`config.mk`:
```
export PLATFORM = sky130hd
export DESIGN_NAME = rhs_spi_responder_flat
export DESIGN_NICKNAME = d
export VERILOG_FILES = /design/src/rtl/rhs_spi_responder_if.sv /design/src/rtl/rhs_spi_responder.sv /design/src/flat_wrapper.sv
export SDC_FILE = /design/constraint.sdc
export NUM_CORES = 1
export LEC_CHECK = 0
export ABC_AREA = 1
export BUFFER_PORTS_ARGS = -buffer_cell sky130_fd_sc_hd__buf_4
export CORE_ASPECT_RATIO = 2
export CORE_MARGIN = 10
export CORE_UTILIZATION = 30
export DETAILED_ROUTE_END_ITERATION = 12
export SLEW_MARGIN = 20
export SYNTH_ARGS = -nofsm -noshare
export SYNTH_HDL_FRONTEND = slang
export SYNTH_SLANG_ARGS = --single-unit
```
`constraint.sdc`:
```
create_clock -name clk -period 5.15 [get_ports clk]
set_clock_uncertainty 0.1 [all_clocks]
set_input_delay 0.7725 -clock clk [delete_from_list [all_inputs] [get_ports clk]]
set_output_delay 0.7725 -clock clk [all_outputs]
set_load 0.05 [all_outputs]
```
`src/rtl/rhs_spi_responder_if.sv`:
```
// SPI link bundle between the team's SPI master and the RHS2116 responder model.
// master drives cs/sclk/mosi; slave (the responder) drives miso.
interface rhs_spi_responder_if;
    logic cs;
    logic sclk;
    logic mosi;
    logic miso;

    modport master (output cs, output sclk, output mosi, input miso);
    modport slave  (input cs, input sclk, input mosi, output miso);
endinterface

```
`src/rtl/rhs_spi_responder.sv`:
```
// Device-side model of the RHS2116 SPI link (CPOL=0, CPHA=0) with a 16x16 register file.
// Optional macro RHS_RESP_INPUT_SYNC_EN inserts a 2-FF synchronizer on cs/sclk/mosi.
module rhs_spi_responder #(
    parameter int WORD_LENGTH = 32,
    parameter int ADDR_BITS   = 4
) (
    input  logic                   clk,
    input  logic                   reset,
    rhs_spi_responder_if.slave     spi,
    input  logic [WORD_LENGTH-1:0] sample_data,
    output logic [WORD_LENGTH-1:0] cmd_word,
    output logic                   cmd_v,
    output logic                   frame_err
);
    localparam int REGS = 1 << ADDR_BITS;

    typedef enum logic [1:0] {S_IDLE, S_ARMED, S_SHIFT, S_COMMIT} state_t;

    logic cs_now;
    logic sclk_now;
    logic mosi_now;

`ifdef RHS_RESP_INPUT_SYNC_EN
    logic [1:0] cs_sync_q, cs_sync_d;
    logic [1:0] sclk_sync_q, sclk_sync_d;
    logic [1:0] mosi_sync_q, mosi_sync_d;

    always_comb begin
        cs_sync_d   = {cs_sync_q[0], spi.cs};
        sclk_sync_d = {sclk_sync_q[0], spi.sclk};
        mosi_sync_d = {mosi_sync_q[0], spi.mosi};
    end

    always_ff @(posedge clk) begin
        if (!reset) begin
            // cs starts low so IDLE only leaves once the pin is really high
            cs_sync_q   <= 2'b00;
            sclk_sync_q <= 2'b00;
            mosi_sync_q <= 2'b00;
        end else begin
            cs_sync_q   <= cs_sync_d;
            sclk_sync_q <= sclk_sync_d;
            mosi_sync_q <= mosi_sync_d;
        end
    end

    assign cs_now   = cs_sync_q[1];
    assign sclk_now = sclk_sync_q[1];
    assign mosi_now = mosi_sync_q[1];
`else
    assign cs_now   = spi.cs;
    assign sclk_now = spi.sclk;
    assign mosi_now = spi.mosi;
`endif

    logic cs_prev_q, cs_prev_d;
    logic sclk_prev_q, sclk_prev_d;
    logic cs_rise, cs_fall, sclk_rise, sclk_fall;

    always_comb begin
        cs_prev_d   = cs_now;
        sclk_prev_d = sclk_now;
        cs_rise     = cs_now & ~cs_prev_q;
        cs_fall     = ~cs_now & cs_prev_q;
        sclk_rise   = sclk_now & ~sclk_prev_q;
        sclk_fall   = ~sclk_now & sclk_prev_q;
    end

    state_t                   state_q, state_d;
    logic [5:0]               bit_cnt_q, bit_cnt_d;
    logic [WORD_LENGTH-1:0]   rx_q, rx_d;
    logic [WORD_LENGTH-1:0]   tx_q, tx_d;
    logic [WORD_LENGTH-1:0]   tx_hold_q, tx_hold_d;
    logic [WORD_LENGTH-1:0]   resp_q, resp_d;
    logic [WORD_LENGTH-1:0]   cmd_word_q, cmd_word_d;
    logic                     cmd_v_q, cmd_v_d;
    logic                     frame_err_q, frame_err_d;

    logic [1:0]               opcode;
    logic [ADDR_BITS-1:0]     addr;
    logic [WORD_LENGTH-1:0]   resp_new;
    logic                     reg_we;
    logic [15:0]              reg_rd [REGS];

    // Register file: one flop word per entry, written only from COMMIT
    for (genvar gi = 0; gi < REGS; gi++) begin : g_regfile
        logic [15:0] entry_q, entry_d;

        always_comb begin
            entry_d = entry_q;
            if (reg_we && (addr == ADDR_BITS'(gi))) begin
                entry_d = rx_q[15:0];
            end
        end

        always_ff @(posedge clk) begin
            if (!reset) begin
                entry_q <= 16'h0000;
            end else begin
                entry_q <= entry_d;
            end
        end

        assign reg_rd[gi] = entry_q;
    end

    always_comb begin
        opcode = rx_q[WORD_LENGTH-1:WORD_LENGTH-2];
        addr   = rx_q[16 +: ADDR_BITS];
        unique case (opcode)
            2'b10:   resp_new = {{(WORD_LENGTH-16){1'b1}}, rx_q[15:0]};
            2'b11:   resp_new = {{(WORD_LENGTH-16){1'b0}}, reg_rd[addr]};
            2'b00:   resp_new = sample_data;
            default: resp_new = '0;
        endcase
    end

    always_comb begin
        state_d     = state_q;
        bit_cnt_d   = bit_cnt_q;
        rx_d        = rx_q;
        tx_d        = tx_q;
        tx_hold_d   = tx_hold_q;
        resp_d      = resp_q;
        cmd_word_d  = cmd_word_q;
        cmd_v_d     = 1'b0;
        frame_err_d = 1'b0;
        reg_we      = 1'b0;

        unique case (state_q)
            S_IDLE: begin
                if (cs_now) begin
                    state_d = S_ARMED;
                end
            end
            S_ARMED: begin
                if (cs_fall) begin
                    bit_cnt_d = 6'd0;
                    state_d   = S_SHIFT;
                end
            end
            S_SHIFT: begin
                if (cs_rise) begin
                    if (bit_cnt_q == 6'(WORD_LENGTH)) begin
                        state_d = S_COMMIT;
                    end else begin
                        // Aborted frame: undo the partial shift so the next frame replays it
                        frame_err_d = 1'b1;
                        tx_d        = tx_hold_q;
                        state_d     = S_ARMED;
                    end
                end else begin
                    if (sclk_rise) begin
                        rx_d = {rx_q[WORD_LENGTH-2:0], mosi_now};
                        if (bit_cnt_q != 6'd63) begin
                            bit_cnt_d = bit_cnt_q + 6'd1;
                        end
                    end
                    if (sclk_fall) begin
                        tx_d = {tx_q[WORD_LENGTH-2:0], 1'b0};
                    end
                end
            end
            S_COMMIT: begin
                cmd_v_d    = 1'b1;
                cmd_word_d = rx_q;
                resp_d     = resp_new;
                tx_d       = resp_q;
                tx_hold_d  = resp_q;
                reg_we     = (opcode == 2'b10);
                state_d    = S_ARMED;
            end
            default: state_d = S_IDLE;
        endcase
    end

    always_ff @(posedge clk) begin
        if (!reset) begin
            cs_prev_q   <= 1'b1;
            sclk_prev_q <= 1'b0;
            state_q     <= S_IDLE;
            bit_cnt_q   <= 6'd0;
            rx_q        <= '0;
            tx_q        <= '0;
            tx_hold_q   <= '0;
            resp_q      <= '0;
            cmd_word_q  <= '0;
            cmd_v_q     <= 1'b0;
            frame_err_q <= 1'b0;
        end else begin
            cs_prev_q   <= cs_prev_d;
            sclk_prev_q <= sclk_prev_d;
            state_q     <= state_d;
            bit_cnt_q   <= bit_cnt_d;
            rx_q        <= rx_d;
            tx_q        <= tx_d;
            tx_hold_q   <= tx_hold_d;
            resp_q      <= resp_d;
            cmd_word_q  <= cmd_word_d;
            cmd_v_q     <= cmd_v_d;
            frame_err_q <= frame_err_d;
        end
    end

    assign spi.miso  = cs_now ? 1'b0 : tx_q[WORD_LENGTH-1];
    assign cmd_word  = cmd_word_q;
    assign cmd_v     = cmd_v_q;
    assign frame_err = frame_err_q;
endmodule

```
`src/flat_wrapper.sv`:
```
// flat-port wrapper written by rule: the top's interface ports become plain ports
module rhs_spi_responder_flat 
#(
    parameter int WORD_LENGTH = 32,
    parameter int ADDR_BITS   = 4
)
  (clk, reset, sample_data, cmd_word, cmd_v, frame_err, spi_cs, spi_sclk, spi_mosi, spi_miso);
  rhs_spi_responder_if spi_i ();
  input  logic clk;
  input  logic reset;
  input  logic [WORD_LENGTH-1:0] sample_data;
  output logic [WORD_LENGTH-1:0] cmd_word;
  output logic cmd_v;
  output logic frame_err;
  input wire logic [$bits(spi_i.cs)-1:0] spi_cs;
  input wire logic [$bits(spi_i.sclk)-1:0] spi_sclk;
  input wire logic [$bits(spi_i.mosi)-1:0] spi_mosi;
  output wire logic [$bits(spi_i.miso)-1:0] spi_miso;
  assign spi_i.cs = spi_cs;
  assign spi_i.sclk = spi_sclk;
  assign spi_i.mosi = spi_mosi;
  assign spi_miso = spi_i.miso;
  rhs_spi_responder #(.WORD_LENGTH(WORD_LENGTH), .ADDR_BITS(ADDR_BITS)) u_core (.clk(clk), .reset(reset), .spi(spi_i), .sample_data(sample_data), .cmd_word(cmd_word), .cmd_v(cmd_v), .frame_err(frame_err));
endmodule
```
==> Word-level counts from Yosys, hierarchy flattened <==
Cells that the tools add are included.
{ "op_classes": {"add_sub_neg": 1, "n_lt_le_gt_ge": 1, "n_eq_ne": 30, "muxes": 22, "n_bitwise": 10, "n_reduce_logical": 26} }
{ "op_table": {"columns": ["operator", "count"], "rows": [
  ["two-way mux 32 bit", 3],
  ["one-hot mux 32 bit (3 select lines)", 1],
  ["binary-select mux 16 bit (select 4 bit)", 1],
  ["one-hot mux 32 bit (2 select lines)", 1],
  ["== test 4 bit, second input constant", 8],
  ["two-way mux 16 bit", 2],
  ["two-way mux 6 bit", 4],
  ["== test 4 x 3 -> 1 bit, second input constant", 4],
  ["logical AND 1 bit", 16],
  ["one-hot mux 6 bit (2 select lines)", 1],
  ["AND reduction 3 bit", 4],
  ["== test 2 bit, second input constant", 4],
  ["== test 4 x 2 -> 1 bit, second input constant", 2],
  ["two-way mux 2 bit", 4],
  ["inequality test 2 x 1 -> 1 bit, second input constant", 4],
  ["one-hot mux 2 bit (4 select lines)", 1],
  ["adder 6 x 1 -> 6 bit, second input constant", 1],
  ["== test 6 bit, second input constant", 1],
  ["inequality test 6 bit, second input constant", 1],
  [">= comparator 5 bit, second input constant", 1],
  ["inverter 1 bit", 5],
  ["inverter 4 -> 5 bit", 1],
  ["AND reduction 5 bit", 1],
  ["bitwise AND 1 bit", 4],
  ["other kinds (9)", 15]
]} }
{ "word_totals": {"regBits": 428, "in_bits": 37, "out_inout_bits": 35, "wordCells": 117} }

==> Depth between registers and ports, before layout <==
Gate-level depths: netlist of the first run.
{ "depth": {"depth_word": 5, "depth_mapped": 14, "depth_no_buf": 11} }

==> Worst setup path before layout of the first run <==
No wires, ideal clock.
{ "synth_timing": {"kind": "input to output", "start": "in spi_cs", "end": "out spi_miso", "t_arrival_ns": 1.426, "slack_ns": 2.851, "stages": 1, "path_buffers": 0, "cell_sequence": "nor2_1"} }
{ "synth_via": {"elab_chain_cells": 1} }
{ "synth_lines": {"columns": ["element", "line", "rtl"], "rows": [
  ["start, declared", "flat_wrapper.sv:15", "input wire logic [$bits(spi_i.cs)-1:0] spi_cs;"],
  ["two-way mux 1 bit", "rhs_spi_responder.sv:205", "assign spi.miso = cs_now ? 1'b0 : tx_q[WORD_LENGTH-1];"],
  ["end, declared", "flat_wrapper.sv:18", "output wire logic [$bits(spi_i.miso)-1:0] spi_miso;"]
]} }
No other way between the ends.

==> Worst setup path after layout of the first run <==
{ "layout_timing": {"start": "reg u_core.state_q[0]", "end": "reg u_core.g_regfile[7].entry_q[7]"} }
{ "layout_via": {"elab_chain_cells": 3} }
{ "layout_lines": {"columns": ["element", "line", "rtl"], "rows": [
  ["start, declared", "rhs_spi_responder.sv:69", "state_t state_q, state_d;"],
  ["start signal, assigned", "rhs_spi_responder.sv:193", "state_q <= state_d;"],
  ["== test 2 bit", "rhs_spi_responder.sv:130", "unique case (state_q)"],
  ["two-way mux 1 bit", "rhs_spi_responder.sv:130", null],
  ["logical AND 1 bit", "rhs_spi_responder.sv:91", "if (reg_we && (addr == ADDR_BITS'(gi))) begin"],
  ["end signal, assigned", "rhs_spi_responder.sv:100", "entry_q <= entry_d;"],
  ["end, declared", "rhs_spi_responder.sv:87", "logic [15:0] entry_q, entry_d;"]
]} }
No other way between the ends.
A chain may end at the register's enable or synchronous reset.

==> summary.txt, run 1 <==
STA
  • Final worst slack: 2.22 ns
  • Final setup vio count: 0
  • Period minus WS final: 2.93 ns
  • Slew margin rel.: 29.6%
  • Max Freq: 342 MHz
  • Setup_tns: 0 ns
  • Fin. max-slew vios: 0
  • Slew at the pin with the worst max-slew slack: 1.05 ns
  • Period utilization: 56.8%
  • RSZ-0062 raised after global routing: no
  • Hold Fails Final Rpt: 0

Final layout
  • Nets@finish: 2559
  • Post-layout util: 34.2%
  • # fillers: 6386
  • Layout area overhead: 12.4%
  • Fin area: 20500 um^2
  • Antenna diodes: 0
  • Ratio of cells with drive above 1 in the final layout: 8.28%

Global routing
  • Initial antenna violation count: 0
  • Met1 usage: 16.4%
  • Global-route wire length before repair: 87900 um
  • Met3 GRT Util: 1.91%
  • Met2 Resource Use GR: 27.8%
  • GR Overflow Total: 0
  • GRT Util Overall: 15.0%
  • Largest net degree at the start of global routing: 152
  • GRT Max-Usage Layer: met2
  • Number of global-route vias before repair: 15600

Die
  • Die Y: 369 um
  • Rows: 127
  • Horizontal die dimension: 194 um
  • Initial Util: 30.4%
  • Core ar.: 60100 um^2
  • Die ar.: 71700 um^2
  • Ports: 72

Clock tree
  • Total CTS buffers: 41
  • Clock-pin slew on the worst setup and hold paths: 0.07 ns
  • Root Driver: clkbuf_16
  • Clock Sink Count: 428
  • Bufs on Longest Clock Path: 3
  • Skew-Pair Late Insertion Delay: 0.59 ns
  • CTS H-Tree Depth: 2
  • CTS tree: built
  • Cts repair resizes: 0
  • Post-CTS setup buffers: 0
  • Hold-fix buffers, CTS: 0

Synth
  • Sequential share of the synthesized area: 46.9%
  • Post-Syn Nets: 2623
  • Cell Area, Synth: 18300 um^2
  • Fraction of registers with async set/reset: 0%
  • EDFF count, synth: 0
  • Top-count cell post-synth: nand2_1
  • Synth area leader: dfxtp_1
  • Top_reg_cell synth: dfxtp_1
  • Synth top area share: 46.9%
  • Synth top area cells: dfxtp_1 (47%), nand2_1 (17%), a21oi_1 (9.7%), o21ai_0 (8.1%), o21ai_1 (3.0%)
  • Yosys reg bits: 428
  • Post-synthesis cell type count: 34
  • Top post-synthesis cells by count: nand2_1 (827), dfxtp_1 (428), a21oi_1 (353), o21ai_0 (296), nor2_1 (134)
  • YS warnings: 0
  • Cells after Synth: 2580
  • Synthesized area per cell: 7.08 um^2

Route
  • WL/cell: 16.9 um
  • Post-DRT Antenna Nets: 0
  • Detailed-router iteration count before antenna repair: 5
  • Via count: 16400
  • Post-route DRC violation count: 0
  • DRT iter0 DRCs: 1012
  • Drt total wl: 56200 um
  • DR vias/cell: 4.94

Setup path
  • Crit path arrival time: 3.27 ns
  • WS Path Type: register to register
  • R2R setup slack: 2.22 ns
  • Startpoint types: register
  • R2r worst-path depth: 8
  • Largest fanout on the critical path: 38
  • Worst path required time: 5.49 ns
  • Setup crit end kind: register

Placed design
  • Gpl congestion: 0.830
  • Port buffer count: 71
  • Post-DP HPWL: 34100 um
  • Pre-CTS setup slack: 1.93 ns
  • Placed instance area: 19100 um^2

Power and ir drop
  • Static Leak: 8.70 nW
  • Sequential share of power: 44.4%
  • Sw frac: 31.4%
  • Pwr Total: 8.42 mW
  • Clock power frac: 38.3%
  • Combinational share of power: 17.2%
  • Sw Pwr: 2.65 mW
  • Power Dens Cells: 411 nW/um^2
  • Pint: 5.78 mW
  • VDD IR-drop max: 0.209 mV

Worst hold path
  • HP Class: input port to register
  • Hold-critical path depth: 3

Run
  • Max_cap viols: 0

Status
  • Status: completed
-- cell type report --
type	instances	area [um^2]	area share, %
flip-flops and latches	428	8570	41.8
multi-input cells	1827	8320	40.6
clock buffers	59	1190	5.82
well taps	774	968	4.72
repair buffers	100	782	3.81
inverters	118	447	2.18
clock inverters	15	228	1.11
-- cell usage in the layout, fill, tap and decap left out, types with 2 or more instances in the layout --
cell type / netlist / routed
inv_2: 14 / 13
nor3_4: 3 / 3
buf_12: 0 / 2
ha_1: 6 / 5
o21ai_0: 296 / 296
nor2_1: 134 / 133
nor2_4: 4 / 6
o22ai_1: 16 / 16
nor3_1: 3 / 3
clkbuf_1: 110 / 9
nand3_1: 5 / 5
inv_1: 88 / 87
a211oi_1: 18 / 18
o21ai_1: 108 / 108
clkbuf_8: 0 / 9
a31oi_1: 31 / 31
clkinv_1: 16 / 16
clkinv_2: 0 / 5
a21oi_1: 353 / 353
nor2_2: 6 / 5
clkinv_4: 0 / 2
clkinvlp_4: 0 / 2
bufinv_16: 0 / 4
buf_4: 10 / 97
nor2_8: 6 / 6
nand2_2: 2 / 3
dfxtp_1: 428 / 426
clkbuf_16: 0 / 42
nand2_1: 827 / 826
-- routing by layer --
layer	wire, um	share of wire (%)
met5	0	0
met4	2590	4.6
met3	2330	4.2
met2	29100	52
met1	22200	40
-- power by group through the flow --
stage	Clock, mW	Sequential (mW)	Combinational, mW
after floorplan	0	3.93	0.856
after global placement	0	3.81	1.45
after detailed placement	0	3.81	1.46
after CTS	3.30	3.74	1.47
after global routing	3.40	3.77	1.60
final	3.23	3.74	1.45
-- registers in the layout, summed over array words and instances (netlist names) --
name                      cells
u_core.cmd_word              32
u_core.cs_prev_q              1
u_core.bit_cnt_q              6
u_core.frame_err              1
u_core.sclk_prev_q            1
u_core.tx_q                  32
u_core.tx_hold_q             32
u_core.g_regfile.entry_q    256
u_core.rx_q                  32
u_core.resp_q                32
u_core.state_q                2
u_core.cmd_v                  1
-- logic make-up (layout without fill, tap and decap cells) --
family          count (synthesis)  in the layout  synth area share, %
fa+ha+maj                       6              6                0.411
buf+inv                       325            292                 7.67
simple gates                  996            996                 21.8
flops                         428            428                 46.9
compound gates                824            824                 23.2
xor+xnor                        1              1               0.0480
-- critical path, stage by stage, from the launching register on --
cell     delay [ns]
dfxtp_1        0.42
ha_4           0.47
nand2_4        0.12
nor2_8         0.19
inv_2          0.12
nor2_1         0.15
nand2_1        0.62
o21ai_0        0.50
a21oi_1        0.07
-- metrics by stage --
stage	instances	hold slack, ns
after floorplan	2580	0.324
after global routing	3321	0.331
after CTS	3321	0.308
final	3321	0.322
after global placement	3247	0.333
after detailed placement	3247	0.338
-- path summary, 6_finish.rpt --
| kind | start | endpoint |
|---|---|---|
| setup / recovery | u_core.state_q[0] | u_core.g_regfile[7].entry_q[7] |
| hold / removal | spi_sclk | u_core.sclk_prev_q |
| setup reg to reg | u_core.state_q[0] | u_core.g_regfile[7].entry_q[7] |
| hold reg to reg | u_core.g_regfile[7].entry_q[7] | u_core.g_regfile[7].entry_q[7] |
No activity file was read; power rests on OpenSTA's default activity.
==> run 2, diff against run 1 <==
--- a/config.mk
+++ b/config.mk
@@ -5,7 +5,7 @@
 export SDC_FILE = /design/constraint.sdc
 export NUM_CORES = 1
 export LEC_CHECK = 0
-export ABC_AREA = 1
+export ABC_AREA = 0
 export BUFFER_PORTS_ARGS = -buffer_cell sky130_fd_sc_hd__buf_4
 export CORE_ASPECT_RATIO = 2
 export CORE_MARGIN = 10
==> constraint.sdc (replaced) <==
create_clock -name clk -period 2.6 [get_ports clk]
set_clock_uncertainty 0.1 [all_clocks]
set_input_delay 0.39 -clock clk [delete_from_list [all_inputs] [get_ports clk]]
set_output_delay 0.39 -clock clk [all_outputs]
set_load 0.05 [all_outputs]
==> summary.txt, run 2 <==
Synth
  • Sequential share of the synthesized area: 44.8%
  • Cells after Synth: 1810
  • YS warnings: 0
  • Synth top area share: 44.8%
  • Synthesized area per cell: 10.6 um^2
  • Synth top area cells: dfxtp_1 (45%), mux2i_1 (21%), nor2b_1 (11%), mux4_2 (7.5%), a21boi_0 (2.6%)
  • Post-synthesis cell type count: 42
  • EDFF count, synth: 0
  • Top_reg_cell synth: dfxtp_1
  • Top-count cell post-synth: dfxtp_1
  • Yosys reg bits: 428
  • Synth area leader: dfxtp_1
  • Cell Area, Synth: 19100 um^2
  • Top post-synthesis cells by count: dfxtp_1 (428), mux2i_1 (399), nor2b_1 (342), nand2_1 (122), clkbuf_1 (119)
  • Post-Syn Nets: 1853
  • Fraction of registers with async set/reset: 0%

Placed design
  • Gpl congestion: 0.813
  • Placed insts: 2591
  • Port buffer count: 71
  • Post-DP HPWL: 33600 um

Route
  • Detailed-router iteration count before antenna repair: 4
  • Post-route DRC violation count: 0
  • DRT iter0 DRCs: 626
  • DR vias/cell: 4.79
  • Post-DRT Antenna Nets: 0
  • Drt total wl: 49800 um
  • WL/cell: 18.7 um
  • Via count: 12700

Setup path
  • Slowest cell delay on critical path: 0.58 ns
  • Worst path required time: 2.94 ns
  • Startpoint types: register
  • WS Path Type: register to register
  • Worst path cell trace: ha_4 -> buf_4 -> o22a_2 -> buf_12 -> mux2i_1 -> nor2b_1
  • Crit path arrival time: 2.66 ns
  • Slowest stage cell, crit path: buf_4
  • Largest fanout on the critical path: 63
  • Setup crit end kind: register

STA
  • Slew margin rel.: 33.7%
  • RSZ-0062 raised after global routing: no
  • Period utilization: 89.2%
  • Max Freq: 431 MHz
  • Slew at the pin with the worst max-slew slack: 0.993 ns
  • Final setup vio count: 0
  • Period minus WS final: 2.32 ns
  • Hold Fails Final Rpt: 0
  • Fin Hold WS: 0.0559 ns
  • Setup_tns: 0 ns
  • Fin. max-slew vios: 0

Clock tree
  • Skew-Pair Late Insertion Delay: 0.57 ns
  • Clock-pin slew on the worst setup and hold paths: 0.07 ns
  • Clock Sink Count: 428
  • Total CTS buffers: 37
  • Bufs on Longest Clock Path: 3
  • CTS tree: built
  • Root Driver: clkbuf_16
  • CTS H-Tree Depth: 2

Worst hold path
  • HP Class: input port to register

Die
  • Initial Util: 30.4%
  • Die Y: 377 um
  • Die ar.: 74900 um^2
  • Horizontal die dimension: 199 um
  • Rows: 130
  • Core ar.: 62900 um^2
  • Ports: 72

Power and ir drop
  • Power Dens Cells: 580 nW/um^2
  • Static Leak: 7.32 nW
  • VDD IR-drop max: 0.358 mV

Final layout
  • Layout area overhead: 14.9%
  • # fillers: 6199
  • Most common cell after layout, fill and taps aside: dfxtp_1
  • Final std cells w/o fill: 2660
  • Largest reg by FF count: u_core.g_regfile.entry_q
  • Ratio of cells with drive above 1 in the final layout: 15.8%
  • Most frequent cells in the layout: dfxtp_1 (425), mux2i_1 (399), nor2b_1 (340), buf_4 (143), nand2_1 (122)
  • Nets@finish: 1884
  • Max reg flops: 256
  • Antenna diodes: 0

Global routing
  • Number of global-route vias before repair: 13400
  • GRT Max-Usage Layer: met2
  • GRT Util Overall: 13.3%
  • Met2 Resource Use GR: 25.6%
  • Met3 GRT Util: 2.02%
  • Met1 usage: 14.0%
  • Global-route wire length before repair: 78400 um
  • Largest net degree at the start of global routing: 203
  • Initial antenna violation count: 0
  • GR Overflow Total: 0

Run
  • Max_cap viols: 0

Status
  • Status: completed
[run 2: report_power, final]
group | leakage [nW] | internal [mW] | switching, mW
Clock | 0.593 | 3.11 | 2.55
Sequential | 3.45 | 6.57 | 0.0196
Combinational | 3.28 | 0.241 | 0.251
Total | 7.32 | 9.92 | 2.82
[run 2: critical path: cells and delay by family, from the launching register on]
family / cells / cell delay [ns]
AOI/OAI and AO/OA: 1 / 0.30
DFF: 1 / 0.41
muxes: 1 / 0.24
buffers and inverters: 2 / 0.83
and+or+nand+nor: 1 / 0.06
adders and majority gates: 1 / 0.23
[run 2: final cells by class]
type | instances | area, um^2 | area share (%)
clock buffers | 54 | 1080 | 4.93
clock inverters | 12 | 121 | 0.552
inverters | 5 | 18.8 | 0.0854
multi-input cells | 1214 | 9910 | 45.1
flip-flops and latches | 428 | 8570 | 39.0
well taps | 792 | 991 | 4.51
repair buffers | 155 | 1280 | 5.81
[run 2: logic make-up (layout without fill, tap and decap cells)]
family | Yosys count | in the layout | share of synthesized area [%]
xor gates and xnor gates | 1 | 1 | 0.0458
muxes | 463 | 463 | 28.4
and+or+nand+nor | 595 | 595 | 17.2
AOI/OAI and AO/OA | 149 | 149 | 5.45
adders and majority gates | 6 | 6 | 0.392
DFF | 428 | 428 | 44.8
buffers and inverters | 168 | 226 | 3.66
[run 2: per-stage QoR]
stage	utilization (%)	setup slack [ns]	power (mW)	area, um^2
2_1_floorplan	-	0.433	7.07	19100
3_3_place_gp	32.9	0.343	7.22	20700
3_5_place_dp	32.9	0.270	7.23	20700
4_1_cts	34.9	0.254	12.9	22000
5_1_grt	34.9	0.110	13.2	22000
6_report	34.9	0.282	12.7	22000
[run 2: layer usage]
layer / routed length, um / vias to the layer above
met5: 0 / -
met4: 1660 / 0
met3: 1780 / 77
met2: 27200 / 167
met1: 19200 / 6251
li1: - / 6242
[run 2: what timing repair did]
action / CTS / global route
buffers inserted: 0 / 0
hold buffers: 3 / 0
endpoints found under the hold margin: 3 / 0
gates resized for setup: 0 / 0
[run 2: worst paths after layout]
kind | start | to | slack [ns] | depth (start not counted)
setup / recovery | u_core.state_q[0] | u_core.tx_q[18] | 0.28 | 6
hold / removal | reset | u_core.cmd_word[16] | 0.06 | 2
setup reg to reg | u_core.state_q[0] | u_core.tx_q[18] | 0.28 | 6
hold reg to reg | u_core.tx_hold_q[14] | u_core.tx_hold_q[14] | 0.38 | 2
==> run 3, diff against run 2 <==
--- a/config.mk
+++ b/config.mk
@@ -11,6 +11,7 @@
 export CORE_MARGIN = 10
 export CORE_UTILIZATION = 30
 export DETAILED_ROUTE_END_ITERATION = 12
+export PLACE_DENSITY = 0.45
 export SLEW_MARGIN = 20
 export SYNTH_ARGS = -nofsm -noshare
 export SYNTH_HDL_FRONTEND = slang
==> summary.txt, run 3 (synthesis results as in run 2) <==
STA
  • RSZ-0062 raised after global routing: no
  • Period minus WS final: 2.23 ns
  • Period utilization: 85.8%
  • Slew at the pin with the worst max-slew slack: 0.974 ns
  • Slew margin rel.: 35.1%
  • Max Freq: 448 MHz
  • Fin Hold WS: 0.107 ns
  • Final setup vio count: 0
  • Setup_tns: 0 ns
  • Hold Fails Final Rpt: 0
  • Final worst slack: 0.369 ns
  • Fin. max-slew vios: 0

Final layout
  • Layout area overhead: 14.9%
  • Nets@finish: 1874
  • Most frequent cells in the layout: dfxtp_1 (424), mux2i_1 (399), nor2b_1 (340), buf_4 (128), nand2_1 (122)
  • Largest reg by FF count: u_core.g_regfile.entry_q
  • # fillers: 6264
  • Antenna diodes: 0
  • Final std cells w/o fill: 2647
  • Most common cell after layout, fill and taps aside: dfxtp_1
  • Post-layout util: 34.9%
  • Max reg flops: 256
  • Ratio of cells with drive above 1 in the final layout: 15.4%

Clock tree
  • Total CTS buffers: 41
  • CTS tree: built
  • Bufs on Longest Clock Path: 3
  • CTS H-Tree Depth: 2
  • Clock-pin slew on the worst setup and hold paths: 0.06 ns
  • Root Driver: clkbuf_16
  • Clock Sink Count: 428
  • Skew-Pair Late Insertion Delay: 0.56 ns

Route
  • Met1 WL: 22000 um
  • Met2 wire len: 27500 um
  • Post-route DRC violation count: 0
  • Drt total wl: 52200 um
  • Top routing layer used: met4
  • Post-DRT Antenna Nets: 0
  • DRT iter0 DRCs: 487
  • Detailed-router iteration count before antenna repair: 4
  • DR vias/cell: 4.75
  • DR WL met3: 1390 um
  • WL/cell: 19.7 um
  • Via count: 12600

Power and ir drop
  • Pint: 10.1 mW
  • VDD IR-drop max: 0.408 mV
  • Power Dens Cells: 593 nW/um^2
  • Sw frac: 22.4%
  • Sequential share of power: 50.6%
  • Clock power frac: 45.7%
  • Static Leak: 7.29 nW
  • Combinational share of power: 3.8%
  • Sw Pwr: 2.92 mW

Setup path
  • Startpoint types: register
  • Crit path arrival time: 2.58 ns
  • WS Path Type: register to register
  • Worst path required time: 2.94 ns
  • Setup crit end kind: register
  • Largest fanout on the critical path: 32

Die
  • Initial Util: 30.4%
  • Die ar.: 74900 um^2
  • Core ar.: 62900 um^2
  • Die Y: 377 um
  • Horizontal die dimension: 199 um
  • Rows: 130
  • Ports: 72

Global routing
  • GR Overflow Total: 0
  • Initial antenna violation count: 0
  • Number of global-route vias before repair: 12900
  • GRT Util Overall: 13.9%
  • Largest net degree at the start of global routing: 259
  • Global-route wire length before repair: 80500 um

Placed design
  • Gpl congestion: 0.756
  • Port buffer count: 71
  • Placed insts: 2578
  • Pre-CTS setup slack: 0.306 ns
  • Post-DP HPWL: 33800 um

Run
  • Max_cap viols: 0

Status
  • Status: completed

Worst hold path
  • HP Class: input port to register
==> run 3: cell count changes in the layout (fill, tap and decap cells not counted), sizes merged <==
cell         before  now
dlygate4sd3       3    2
clkbuf           55   59
clkinvlp          1    0
bufinv            2    1
buf             151  139
clkinv            7    5
==> run 3: timing repair <==
action	in CTS	in global routing
endpoints found under the setup margin	0	0
gates resized for setup	0	0
buffers inserted	0	0
endpoints found under the hold margin	2	0
hold buffers	2	0
==> run 3: final timing paths <==
| check | startpoint | to | slack, ns | cells past startpoint |
|---|---|---|---|---|
| worst max-delay path | u_core.bit_cnt_q[0] | u_core.tx_q[21] | 0.37 | 8 |
| worst min-delay path | sample_data[29] | u_core.resp_q[29] | 0.11 | 5 |
| worst max register to register | u_core.bit_cnt_q[0] | u_core.tx_q[21] | 0.37 | 8 |
| worst min register to register | u_core.tx_hold_q[21] | u_core.tx_hold_q[21] | 0.38 | 2 |
==> run 3: per-stage QoR <==
step | cell area [um^2] | total power [mW]
finish | 22000 | 13.0
floorplan | 19100 | 7.07
CTS | 22000 | 13.3
detailed placement | 20700 | 7.24
global placement | 20700 | 7.23
global route | 22000 | 13.5
==> run 3: area by class of cell <==
cell class                 count  area [um^2]  share of cell area [%]
clock buffer                  59         1210                    5.49
clock inverter                 8         72.6                   0.330
inverter                       5         18.8                  0.0854
multi-input combinational   1214         9910                    45.1
sequential                   428         8580                    39.0
tap                          792          991                    4.51
timing repair buffer         141         1200                    5.44
==> run 3: layer usage <==
layer | track usage (%) | vias up
met4 | 4.52 | 0
met2 | 25.8 | 159
met1 | 16.1 | 6141
li1 | - | 6214
met3 | 1.66 | 59
met5 | 0 | -
==> run 3: power by group through the flow <==
stage | Clock, mW | Sequential [mW] | Combinational [mW]
6_report | 5.95 | 6.59 | 0.491
5_1_grt | 6.38 | 6.59 | 0.530
3_5_place_dp | 0 | 6.74 | 0.497
2_1_floorplan | 0 | 6.73 | 0.337
3_3_place_gp | 0 | 6.74 | 0.494
4_1_cts | 6.18 | 6.59 | 0.501
==> run 3: critical path, stage by stage (launching register included) <==
cell	delay [ns]
dfxtp_1	0.34
inv_1	0.09
ha_1	0.16
nor4b_1	0.56
a21oi_1	0.15
o22a_2	0.24
buf_12	0.20
mux2i_1	0.19
nor2b_1	0.06
